[src/rtl/tkm10_uart_rx.sv]
// UART receiver: 2-flop synchronizer, mid-bit sampling, ready/valid output with sticky error flags.
// Optional even parity (8E1) when TKM10_RX_PARITY_EN is defined; default frame is 8N1.
module tkm10_uart_rx #(
    parameter int unsigned CLKS_PER_BIT = 16
) (
    input  logic       clk,
    input  logic       rst,
    input  logic       rx_i,
    output logic [7:0] data_o,
    output logic       valid_o,
    input  logic       ready_i,
    input  logic       err_clr_i,
    output logic       frame_err_o,
    output logic       overrun_o,
`ifdef TKM10_RX_PARITY_EN
    output logic       parity_err_o,
`endif
    output logic       busy_o
);

    localparam int unsigned TW = (CLKS_PER_BIT > 1) ? $clog2(CLKS_PER_BIT) : 1;
    localparam logic [TW-1:0] BIT_LAST  = TW'(CLKS_PER_BIT - 1);
    localparam logic [TW-1:0] HALF_LAST = TW'(CLKS_PER_BIT / 2 - 1);

    typedef enum logic [2:0] {
        S_IDLE,
        S_START,
        S_DATA,
`ifdef TKM10_RX_PARITY_EN
        S_PARITY,
`endif
        S_STOP
    } state_t;

    state_t        state_q, state_d;
    logic [TW-1:0] timer_q, timer_d;
    logic [2:0]    bitcnt_q, bitcnt_d;
    logic [7:0]    shift_q, shift_d;
    logic          rx_meta_q, rx_s_q;
    logic [7:0]    data_q, data_d;
    logic          valid_q, valid_d;
    logic          frame_err_q, frame_err_d;
    logic          overrun_q, overrun_d;
    logic          stop_sample;
    logic          parity_ok;
    logic          commit_ok;
    logic          handshake;
`ifdef TKM10_RX_PARITY_EN
    logic          par_q, par_d;
    logic          parity_err_q, parity_err_d;
`endif

    // Synchronizer flops reset high so a reset never looks like a start bit.
    always_ff @(posedge clk) begin
        if (rst) begin
            rx_meta_q <= 1'b1;
            rx_s_q    <= 1'b1;
        end else begin
            rx_meta_q <= rx_i;
            rx_s_q    <= rx_meta_q;
        end
    end

    always_ff @(posedge clk) begin
        if (rst) begin
            state_q     <= S_IDLE;
            timer_q     <= '0;
            bitcnt_q    <= '0;
            shift_q     <= '0;
            data_q      <= '0;
            valid_q     <= 1'b0;
            frame_err_q <= 1'b0;
            overrun_q   <= 1'b0;
        end else begin
            state_q     <= state_d;
            timer_q     <= timer_d;
            bitcnt_q    <= bitcnt_d;
            shift_q     <= shift_d;
            data_q      <= data_d;
            valid_q     <= valid_d;
            frame_err_q <= frame_err_d;
            overrun_q   <= overrun_d;
        end
    end

`ifdef TKM10_RX_PARITY_EN
    always_ff @(posedge clk) begin
        if (rst) begin
            par_q        <= 1'b0;
            parity_err_q <= 1'b0;
        end else begin
            par_q        <= par_d;
            parity_err_q <= parity_err_d;
        end
    end
`endif

    always_comb begin
        state_d     = state_q;
        timer_d     = timer_q;
        bitcnt_d    = bitcnt_q;
        shift_d     = shift_q;
        stop_sample = 1'b0;
`ifdef TKM10_RX_PARITY_EN
        par_d       = par_q;
`endif
        unique case (state_q)
            S_IDLE: begin
                timer_d  = '0;
                bitcnt_d = '0;
                if (!rx_s_q) begin
                    state_d = S_START;
                end
            end
            S_START: begin
                if (timer_q == HALF_LAST) begin
                    timer_d = '0;
                    state_d = rx_s_q ? S_IDLE : S_DATA;
                end else begin
                    timer_d = timer_q + TW'(1);
                end
            end
            S_DATA: begin
                if (timer_q == BIT_LAST) begin
                    timer_d  = '0;
                    shift_d  = {rx_s_q, shift_q[7:1]};
                    bitcnt_d = bitcnt_q + 3'd1;
                    if (bitcnt_q == 3'd7) begin
`ifdef TKM10_RX_PARITY_EN
                        state_d = S_PARITY;
`else
                        state_d = S_STOP;
`endif
                    end
                end else begin
                    timer_d = timer_q + TW'(1);
                end
            end
`ifdef TKM10_RX_PARITY_EN
            S_PARITY: begin
                if (timer_q == BIT_LAST) begin
                    timer_d = '0;
                    par_d   = rx_s_q;
                    state_d = S_STOP;
                end else begin
                    timer_d = timer_q + TW'(1);
                end
            end
`endif
            S_STOP: begin
                // Return straight to IDLE so a start bit right after the stop bit is caught.
                if (timer_q == BIT_LAST) begin
                    timer_d     = '0;
                    stop_sample = 1'b1;
                    state_d     = S_IDLE;
                end else begin
                    timer_d = timer_q + TW'(1);
                end
            end
            default: begin
                state_d = S_IDLE;
                timer_d = '0;
            end
        endcase
    end

`ifdef TKM10_RX_PARITY_EN
    assign parity_ok = (par_q == ^shift_q);
`else
    assign parity_ok = 1'b1;
`endif

    assign handshake = valid_q & ready_i;
    assign commit_ok = stop_sample & rx_s_q & parity_ok;

    always_comb begin
        data_d      = data_q;
        valid_d     = valid_q;
        frame_err_d = frame_err_q & ~err_clr_i;
        overrun_d   = overrun_q & ~err_clr_i;
        if (handshake) begin
            valid_d = 1'b0;
        end
        // A commit coinciding with a handshake refills the slot; otherwise a full slot drops the byte.
        if (commit_ok) begin
            if (!valid_q || handshake) begin
                data_d  = shift_q;
                valid_d = 1'b1;
            end else begin
                overrun_d = 1'b1;
            end
        end
        if (stop_sample && !rx_s_q) begin
            frame_err_d = 1'b1;
        end
    end

`ifdef TKM10_RX_PARITY_EN
    always_comb begin
        parity_err_d = parity_err_q & ~err_clr_i;
        if (stop_sample && !parity_ok) begin
            parity_err_d = 1'b1;
        end
    end

    assign parity_err_o = parity_err_q;
`endif

    assign data_o      = data_q;
    assign valid_o     = valid_q;
    assign frame_err_o = frame_err_q;
    assign overrun_o   = overrun_q;
    assign busy_o      = (state_q != S_IDLE);

endmodule

[config.mk]
export PLATFORM = sky130hd
export DESIGN_NAME = tkm10_uart_rx
export DESIGN_NICKNAME = d
export VERILOG_FILES = /design/src/rtl/tkm10_uart_rx.sv
export SDC_FILE = /design/constraint.sdc
export NUM_CORES = 1
export LEC_CHECK = 0
export ABC_CLOCK_PERIOD_IN_PS = 1400
export CAP_MARGIN = 10
export CELL_PAD_IN_SITES_DETAIL_PLACEMENT = 1
export CELL_PAD_IN_SITES_GLOBAL_PLACEMENT = 1
export CORE_MARGIN = 5
export CORE_UTILIZATION = 30
export CTS_CLUSTER_SIZE = 25
export DETAILED_ROUTE_END_ITERATION = 6
export HOLD_SLACK_MARGIN = 0.12
export PLACE_DENSITY_LB_ADDON = 0.1
export SYNTH_ARGS = -nofsm -noshare
export SYNTH_HDL_FRONTEND = slang
export SYNTH_SLANG_ARGS = --single-unit
[constraint.sdc]
create_clock -name clk -period 1.4 [get_ports clk]
set_input_delay 0.28 -clock clk [delete_from_list [all_inputs] [get_ports clk]]
set_output_delay 0.28 -clock clk [all_outputs]
set_load 0.05 [all_outputs]
# --- Yosys cells after proc, flatten, opt, wreduce, memory -nomap -nowiden ---
# Index checks and enable logic that the tools add are counted.
word_totals:
  ff_bits: 31
  inputBits: 5
op_classes:
  addsub: 2
  eq_ne: 11
  n_mux: 20
  n_bitwise: 5
  n_reduce_logical: 12
ops:
  columns: ["cell", "count"]
  rows:
  - ["two-way mux 3 bit", 6]
  - ["case mux 3 bit (4 select lines)", 1]
  - ["inequality test 2 bit (second input constant)", 5]
  - ["two-way mux 1 bit", 8]
  - ["two-way mux 4 bit", 2]
  - ["case mux 4 bit (2 select lines)", 1]
  - ["== test 3 x 2 -> 1 bit (second input constant)", 2]
  - ["case mux 3 bit (2 select lines)", 1]
  - ["AND reduction 2 bit", 3]
  - ["AND reduction 5 bit", 1]
  - ["adder 4 x 1 -> 4 bit (second input constant)", 1]
  - ["AND 1 bit", 4]
  - ["== test 4 x 3 -> 1 bit (second input constant)", 1]
  - ["== test 4 bit (second input constant)", 1]
  - ["adder 3 x 1 -> 3 bit (second input constant)", 1]
  - ["== test 3 x 1 -> 1 bit (second input constant)", 1]
  - ["== test 3 bit (second input constant)", 1]
  - ["logical NOT 3 bit", 1]
  - ["nonzero test 3 bit", 1]
  - ["logical NOT 1 bit", 2]
  - ["two-way mux 2 bit", 1]
  - ["nonzero test 2 bit", 1]
  - ["OR reduction 2 bit", 1]
  - ["logical AND 1 bit", 1]
  - ["2 further kinds", 2]

# --- Depth between registers and ports, before layout ---
# Gate-level depths: netlist of run 1.
depth:
  word_depth: 5
  mapped_depth: 5
  ltp_nobuf: 4

# --- Least setup slack after synthesis of run 1 ---
# OpenSTA, ideal clock, no wires.
synth_path:
  path_kind: "flip-flop to flip-flop"
  start: "register timer_q[0]"
  end: "register state_q[0]"
  arrival_ns: 1.128
  required_time_ns: 1.267
  setup_slack_ns: 0.139
  path_stages_with_launch: 6
  path_cell_list: "dfxtp_1 > ha_1 > and3_1 > buf_6 > a311oi_1 > a211oi_1"
synth_via:
  elab_chain_cells: 3
synth_rtl:
  columns: ["item", "line_no", "source"]
  rows:
  - ["start, declared", "36", "logic [TW-1:0] timer_q, timer_d;"]
  - ["start signal, assigned", "76", "timer_q <= timer_d;"]
  - ["== test 4 bit or == test 4 x 3 -> 1 bit (tied branches)", "124, 152, 116", null]
  - ["inequality test 2 bit (no source line)", null, null]
  - ["AND reduction 5 bit (no source line) (*)", null, null]
  - ["end signal, assigned", "75", "state_q <= state_d;"]
  - ["end, declared", "35", "state_t state_q, state_d;"]
# Mark *: on every way between the ends. The rest lies on a longest branch, timed or not.
# A chain may end at the register's enable or synchronous reset.

# --- Final worst setup path of run 1 ---
layout_path:
  start: "register state_q[0]"
  end: "output busy_o"
layout_via:
  elab_chain_cells: 1
layout_rtl:
  columns: ["item", "line_no", "source"]
  rows:
  - ["nonzero test 3 bit", "213", "assign busy_o = (state_q != S_IDLE);"]
  - ["end, declared", "18", "output logic busy_o"]
# No other way between the ends.

==> impl_metrics.ini, run 1 <==
[run_status]
outcome = finished clean

[place]
place_hpwl_um = 2015
io_buffers = 16
globalplace.congestion = 0.7944

[clocking]
cts_buffers = 5
cts_tree = yes
clk_latency_ns = 0.28
clockRootBuffer = clkbuf_8
cts-htree-levels = 2
clock_sinks = 30
cts_buffer_depth = 2
clk_pin_slew_worst_paths_ns = 0.06

[grt]
grt_pass1_vias = 1057
grt_max_degree = 14
grt_pass1_wl_um = 4788
grt.total_usage_pct = 11.64
grt.overflow.total = 0
antenna_found_initial = 0

[floorplan]
io_pins = 17
dieArea_um2 = 5437
die_h_um = 73.74
core_area_um2 = 3971
row_count = 23
initial_core_util_pct = 30.69
fp.dieW_um = 73.74

[worst_setup_path]
start_kind = flop
required_ns = 1.12
r2r_end = bitcnt_q[1]
crit_slowest_cell = dfxtp_1
regToRegSetupSlack_ns = 0.09
r2r-start = timer_q[1]
cp-end-kind = output port
path_class = reg -> out
crit_arrival_ns = 1.06
rr_worst_depth = 5
critPathMaxFanout = 6
path_cells = or2_4, buf_12
max_stage_delay_ns = 0.36

[yosys]
synth_top_area_share_pct = 49.28
ys_types = 30
synth_common_cells = dfxtp_1 (30), nand2_1 (21), mux2i_1 (16)
syn_avg_cell_area_um2 = 10.24
ys_seq_area_share_pct = 49.28
synth_edf_count = 0
mappedNetlistArea_um2 = 1219
syn-num-nets = 127
async_reset_ff_share_pct = 0
yosys.area.top_type = dfxtp_1
synthTopCellsByArea = dfxtp_1 (49%), mux2i_1 (13%), nand2_1 (6.5%)
yosys_warnings = 0
ys_ff_latch = 30
synth-main-ff-cell = dfxtp_1
netlist_instances = 119
synth_most_common_cell = dfxtp_1

[route]
vias_per_cell = 4.817
detail-route-antenna-nets = 0
routedWlPerCell_um = 14.13
dr.pass1.iters = 4
via_count = 949
drt_wl_total_um = 2784
drc = 0
drtIter0Drc = 40

[hold_path]
whs_path_depth = 1
hold_start = rx_meta_q
min_to = rx_s_q
hp-class = reg -> reg

[flow_run]
max-cap-violations = 0

[timing]
fin_worst_skew_ns = 0.007648
setup_tns_ns = 0
fin_crit_ns = 1.343
relSlewSlack_pct = 81.90
worst_hold_slack_ns = 0.4133
setup_viol = 0
rsz0062_at_grt = no
max_freq_mhz = 744.6
hold_viol_final = 0
post-route-period-util_pct = 95.93
tightest_slew_ns = 0.2696
drv_slew = 0

[cells_and_area]
fill_cells = 432
final_nets = 155
drive_above_1_share_pct = 29.93
antenna_cells = 0
synthToLayoutAreaGrowth_pct = 47.64

[power_and_ir_drop]
p_leak_uw = 0.0007902
comb_power_share_pct = 4.3
p_seq_share_pct = 47.4
vdd_drop_max_mv = 0.6197
p_sw_uw = 356.3
total_power_uw = 1822
cell_internal_pwr_uw = 1466
sw_frac_of_total_pct = 19.55
power.density_nw_per_um2 = 1013
clockPowerShare_pct = 48.4
==> cell usage in the layout, fill, tap and decap left out, types with 2 or more instances in the layout <==
master / n
or2_2: 2
a211oi_1: 2
nand3_4: 2
buf_12: 14
a21oi_1: 3
o32ai_2: 2
nor2_1: 3
dfxtp_1: 28
ha_1: 2
xor2_1: 2
nand2b_1: 2
clkdlybuf4s50_1: 4
and3_1: 4
buf_4: 9
nand3_1: 2
mux2i_1: 16
clkbuf_8: 6
nand2_1: 21
inv_1: 4
nand3b_1: 2
==> timing repair <==
action / 4_1_cts / 5_1_grt
hold buffers: 0 / 0
setup buffers: 0 / 1
setup endpoints to repair: 6 / 19
resized for setup: 6 / 7
pin swaps: 0 / 1
cloned: 0 / 0
==> per-layer routing <==
layer | part of all wire (%) | vias up | global-route usage [%] | wire length, µm
li1 | - | 466 | - | -
met1 | 47 | 461 | 13.54 | 1319
met2 | 46 | 17 | 18.90 | 1275
met3 | 5.1 | 5 | 4.104 | 143
met4 | 1.6 | 0 | 5.634 | 45
met5 | 0 | - | 0 | 0
==> metrics by stage <==
stage | worst slack (ns) | util (%) | cells | instance area [µm²]
detailed placement | -0.04246 | 40.71 | 189 | 1617
global route | 0.008957 | 45.31 | 197 | 1799
CTS | -0.002708 | 44.14 | 196 | 1753
global placement | -0.04987 | 40.71 | 189 | 1617
floorplan | 0.1393 | - | 119 | 1219
finish | 0.05695 | 45.31 | 197 | 1799
==> critical path: cells and delay by family, from the launching register on <==
family,cells,cell delay [ns]
DFF,1,0.36
and+or+nand+nor,1,0.27
buffers and inverters,1,0.15
==> cell families after synthesis <==
| group | Yosys count | share of synthesized area [%] |
|---|---|---|
| simple gates | 45 | 20.64 |
| buf+inv | 10 | 4.928 |
| flops | 30 | 49.28 |
| xor+xnor | 3 | 2.156 |
| mux | 16 | 13.14 |
| compound gates | 12 | 6.776 |
| fa+ha+maj | 3 | 3.080 |
==> power groups by stage <==
stage | sequential (µW) | combinational, µW | clock, µW
3_3_place_gp | 883 | 73.4 | 0
2_1_floorplan | 880 | 38.6 | 0
3_5_place_dp | 883 | 74.7 | 0
4_1_cts | 864 | 77.8 | 900
5_1_grt | 863 | 84.1 | 932
6_report | 863 | 78.3 | 881
==> sequential cells by signal (all words and copies together), names as in the netlist <==
name         flops
state_q          2
rx_s_q           1
frame_err_o      1
shift_q          8
timer_q          4
bitcnt_q         3
data_o           8
rx_meta_q        1
valid_o          1
overrun_o        1
==> final cells by class <==
type	instances	area (µm²)	share of cell area (%)
timing repair buffer	27	387.9	21.56
sequential	30	605.6	33.66
inverter	4	15.01	0.8345
clock buffer	6	82.58	4.590
multi-input combinational	79	615.6	34.21
clock inverter	1	30.03	1.669
tap	50	62.56	3.477
==> worst max path at each step <==
stage | depth (start not counted) | start | slack, ns | endpoint
global placement | 5 | rst | -0.05 | timer_q[3]
detailed placement | 5 | rst | -0.04 | bitcnt_q[0]
global route | 5 | timer_q[1] | 0.009 | bitcnt_q[1]
CTS | 5 | timer_q[0] | -0.003 | bitcnt_q[2]
finish | 2 | state_q[0] | 0.06 | busy_o
floorplan | 5 | timer_q[0] | 0.14 | state_q[0]
Note: power is estimated with default switching activity, not from simulation.
==> inputs of run 2 (changes only) <==
--- a/config.mk
+++ b/config.mk
@@ -5,7 +5,7 @@
 export SDC_FILE = /design/constraint.sdc
 export NUM_CORES = 1
 export LEC_CHECK = 0
-export ABC_CLOCK_PERIOD_IN_PS = 1400
+export ABC_CLOCK_PERIOD_IN_PS = 1500
 export CAP_MARGIN = 10
 export CELL_PAD_IN_SITES_DETAIL_PLACEMENT = 1
 export CELL_PAD_IN_SITES_GLOBAL_PLACEMENT = 1
==> constraint.sdc (replaced) <==
create_clock -name clk -period 1.5 [get_ports clk]
set_input_delay 0.3 -clock clk [delete_from_list [all_inputs] [get_ports clk]]
set_output_delay 0.3 -clock clk [all_outputs]
set_load 0.05 [all_outputs]
==> run 2 against run 1 <==
Wire length decreased by 8.3%. Critical path depth unchanged. Global-route usage shrank 0.34 points. Clock-buffer cell count grew 1. Sequential power down 6.3%. Highest routed layer unchanged. Combinational power is 17% lower. Flip-flop and latch count unchanged. Final cell count down 1.0%. Setup slack improved by 0.060 ns.
==> impl_metrics.ini, run 2 (synthesis gave the netlist of run 1 again) <==
[route]
via_count = 917
vias_per_cell = 4.703
drc = 0
dr.pass1.iters = 3
routedWlPerCell_um = 13.09
drt_wl_total_um = 2553
drtIter0Drc = 31
detail-route-antenna-nets = 0

[power_and_ir_drop]
comb_power_share_pct = 4.2
power.density_nw_per_um2 = 912.0
vdd_drop_max_mv = 0.4385
sw_frac_of_total_pct = 21.52
p_sw_uw = 330.8
cell_internal_pwr_uw = 1206
clockPowerShare_pct = 43.2
total_power_uw = 1537
p_seq_share_pct = 52.6
p_leak_uw = 0.0007632

[run_status]
outcome = finished clean

[cells_and_area]
fill_cells = 456
drive_above_1_share_pct = 24.14
final_cell_mix = dfxtp_1 (28), nand2_1 (21), mux2i_1 (16), buf_12 (13), buf_4 (7)
final_nets = 152
synthToLayoutAreaGrowth_pct = 38.30
final_common_cell = dfxtp_1
antenna_cells = 0
postLayoutCoreUtil_pct = 42.44

[place]
place_hpwl_um = 1933
io_buffers = 16
globalplace.congestion = 0.7331

[clocking]
cts-htree-levels = 2
cts_buffers = 5
post-cts-setup-buffers = 0
cts_buffer_depth = 2
clk_pin_slew_worst_paths_ns = 0.06
clockRootBuffer = clkbuf_8
cts_tree = yes
clock_sinks = 30
clk_latency_ns = 0.28

[floorplan]
die_h_um = 73.74
core_area_um2 = 3971
row_count = 23
dieArea_um2 = 5437
fp.dieW_um = 73.74
io_pins = 17
initial_core_util_pct = 30.69

[grt]
grt_max_degree = 14
grt_pass1_wl_um = 4664
grt.overflow.total = 0
antenna_found_initial = 0
grt_pass1_vias = 1005
grt.total_usage_pct = 11.31

[worst_setup_path]
path_cells = or2_4, buf_12
cp-end-kind = output port
cpLargestDelayFamily = flip-flops
cp_num_buf_inv = 1
crit_arrival_ns = 1.08
critPathMaxFanout = 9
required_ns = 1.20
start_kind = flop
crit_slowest_cell = dfxtp_2
path_class = reg -> out
max_stage_delay_ns = 0.37

[timing]
setup_tns_ns = 0
fin_crit_ns = 1.383
tightest_slew_ns = 0.3618
fin_worst_skew_ns = 0.001791
drv_slew = 0
rsz0062_at_grt = no
setup_viol = 0
relSlewSlack_pct = 75.78
post-route-period-util_pct = 92.20
max_freq_mhz = 723.1
hold_viol_final = 0

[flow_run]
max-cap-violations = 0

[hold_path]
hp-class = reg -> reg
## run 2: final cells by class
type | count | area, µm² | area share [%]
Timing Repair Buffer | 24 | 352.8 | 20.94
Inverter | 4 | 15.01 | 0.8909
Clock inverter | 1 | 5.005 | 0.2970
Sequential cell | 30 | 603.1 | 35.78
Multi-Input combinational cell | 79 | 560.5 | 33.26
Clock buffer | 7 | 86.33 | 5.122
Tap cell | 50 | 62.56 | 3.712
## run 2: path summary, 6_finish.rpt
path	end	slack, ns	depth (start not counted)	from
worst max-delay path	busy_o	0.12	2	state_q[1]
worst min-delay path	rx_s_q	0.41	1	rx_meta_q
worst max register to register	shift_q[6]	0.12	4	timer_q[0]
worst min register to register	rx_s_q	0.41	1	rx_meta_q
## run 2: worst register-to-register path: stages (launching register included)
cell and delay (ns):
dfxtp_1 0.35, ha_1 0.20, nand3_1 0.15, nor3b_2 0.37, mux2i_1 0.23
## run 2: metal layers
metal	global-route usage, %	vias up	share of wire (%)
met5	0	-	0
met4	4.829	0	2.0
met3	4.788	6	5.1
met2	17.72	15	47
met1	13.46	430	46
li1	-	466	-
## run 2: timing repair
item                       4_1_cts  5_1_grt
hold buffers                     0        0
setup endpoints to repair        1        1
gates resized for setup          2        1
## run 2: stage by stage
step,cells,instance area (µm²),hold slack (ns),worst slack [ns]
floorplan,119,1219,0.3895,0.2393
global placement,187,1589,0.3961,0.05851
global route,195,1685,0.4286,0.01599
detailed placement,187,1589,0.4016,0.06152
CTS,195,1683,0.4167,0.01722
finish,195,1685,0.4117,0.1170
## run 2: power groups by stage
| stage | clock, µW | combinational [µW] | sequential, µW |
|---|---|---|---|
| floorplan | 0 | 36.0 | 822 |
| global placement | 0 | 64.8 | 826 |
| detailed placement | 0 | 65.2 | 826 |
| CTS | 698 | 65.9 | 808 |
| global route | 732 | 71.8 | 809 |
| finish | 664 | 65.0 | 809 |
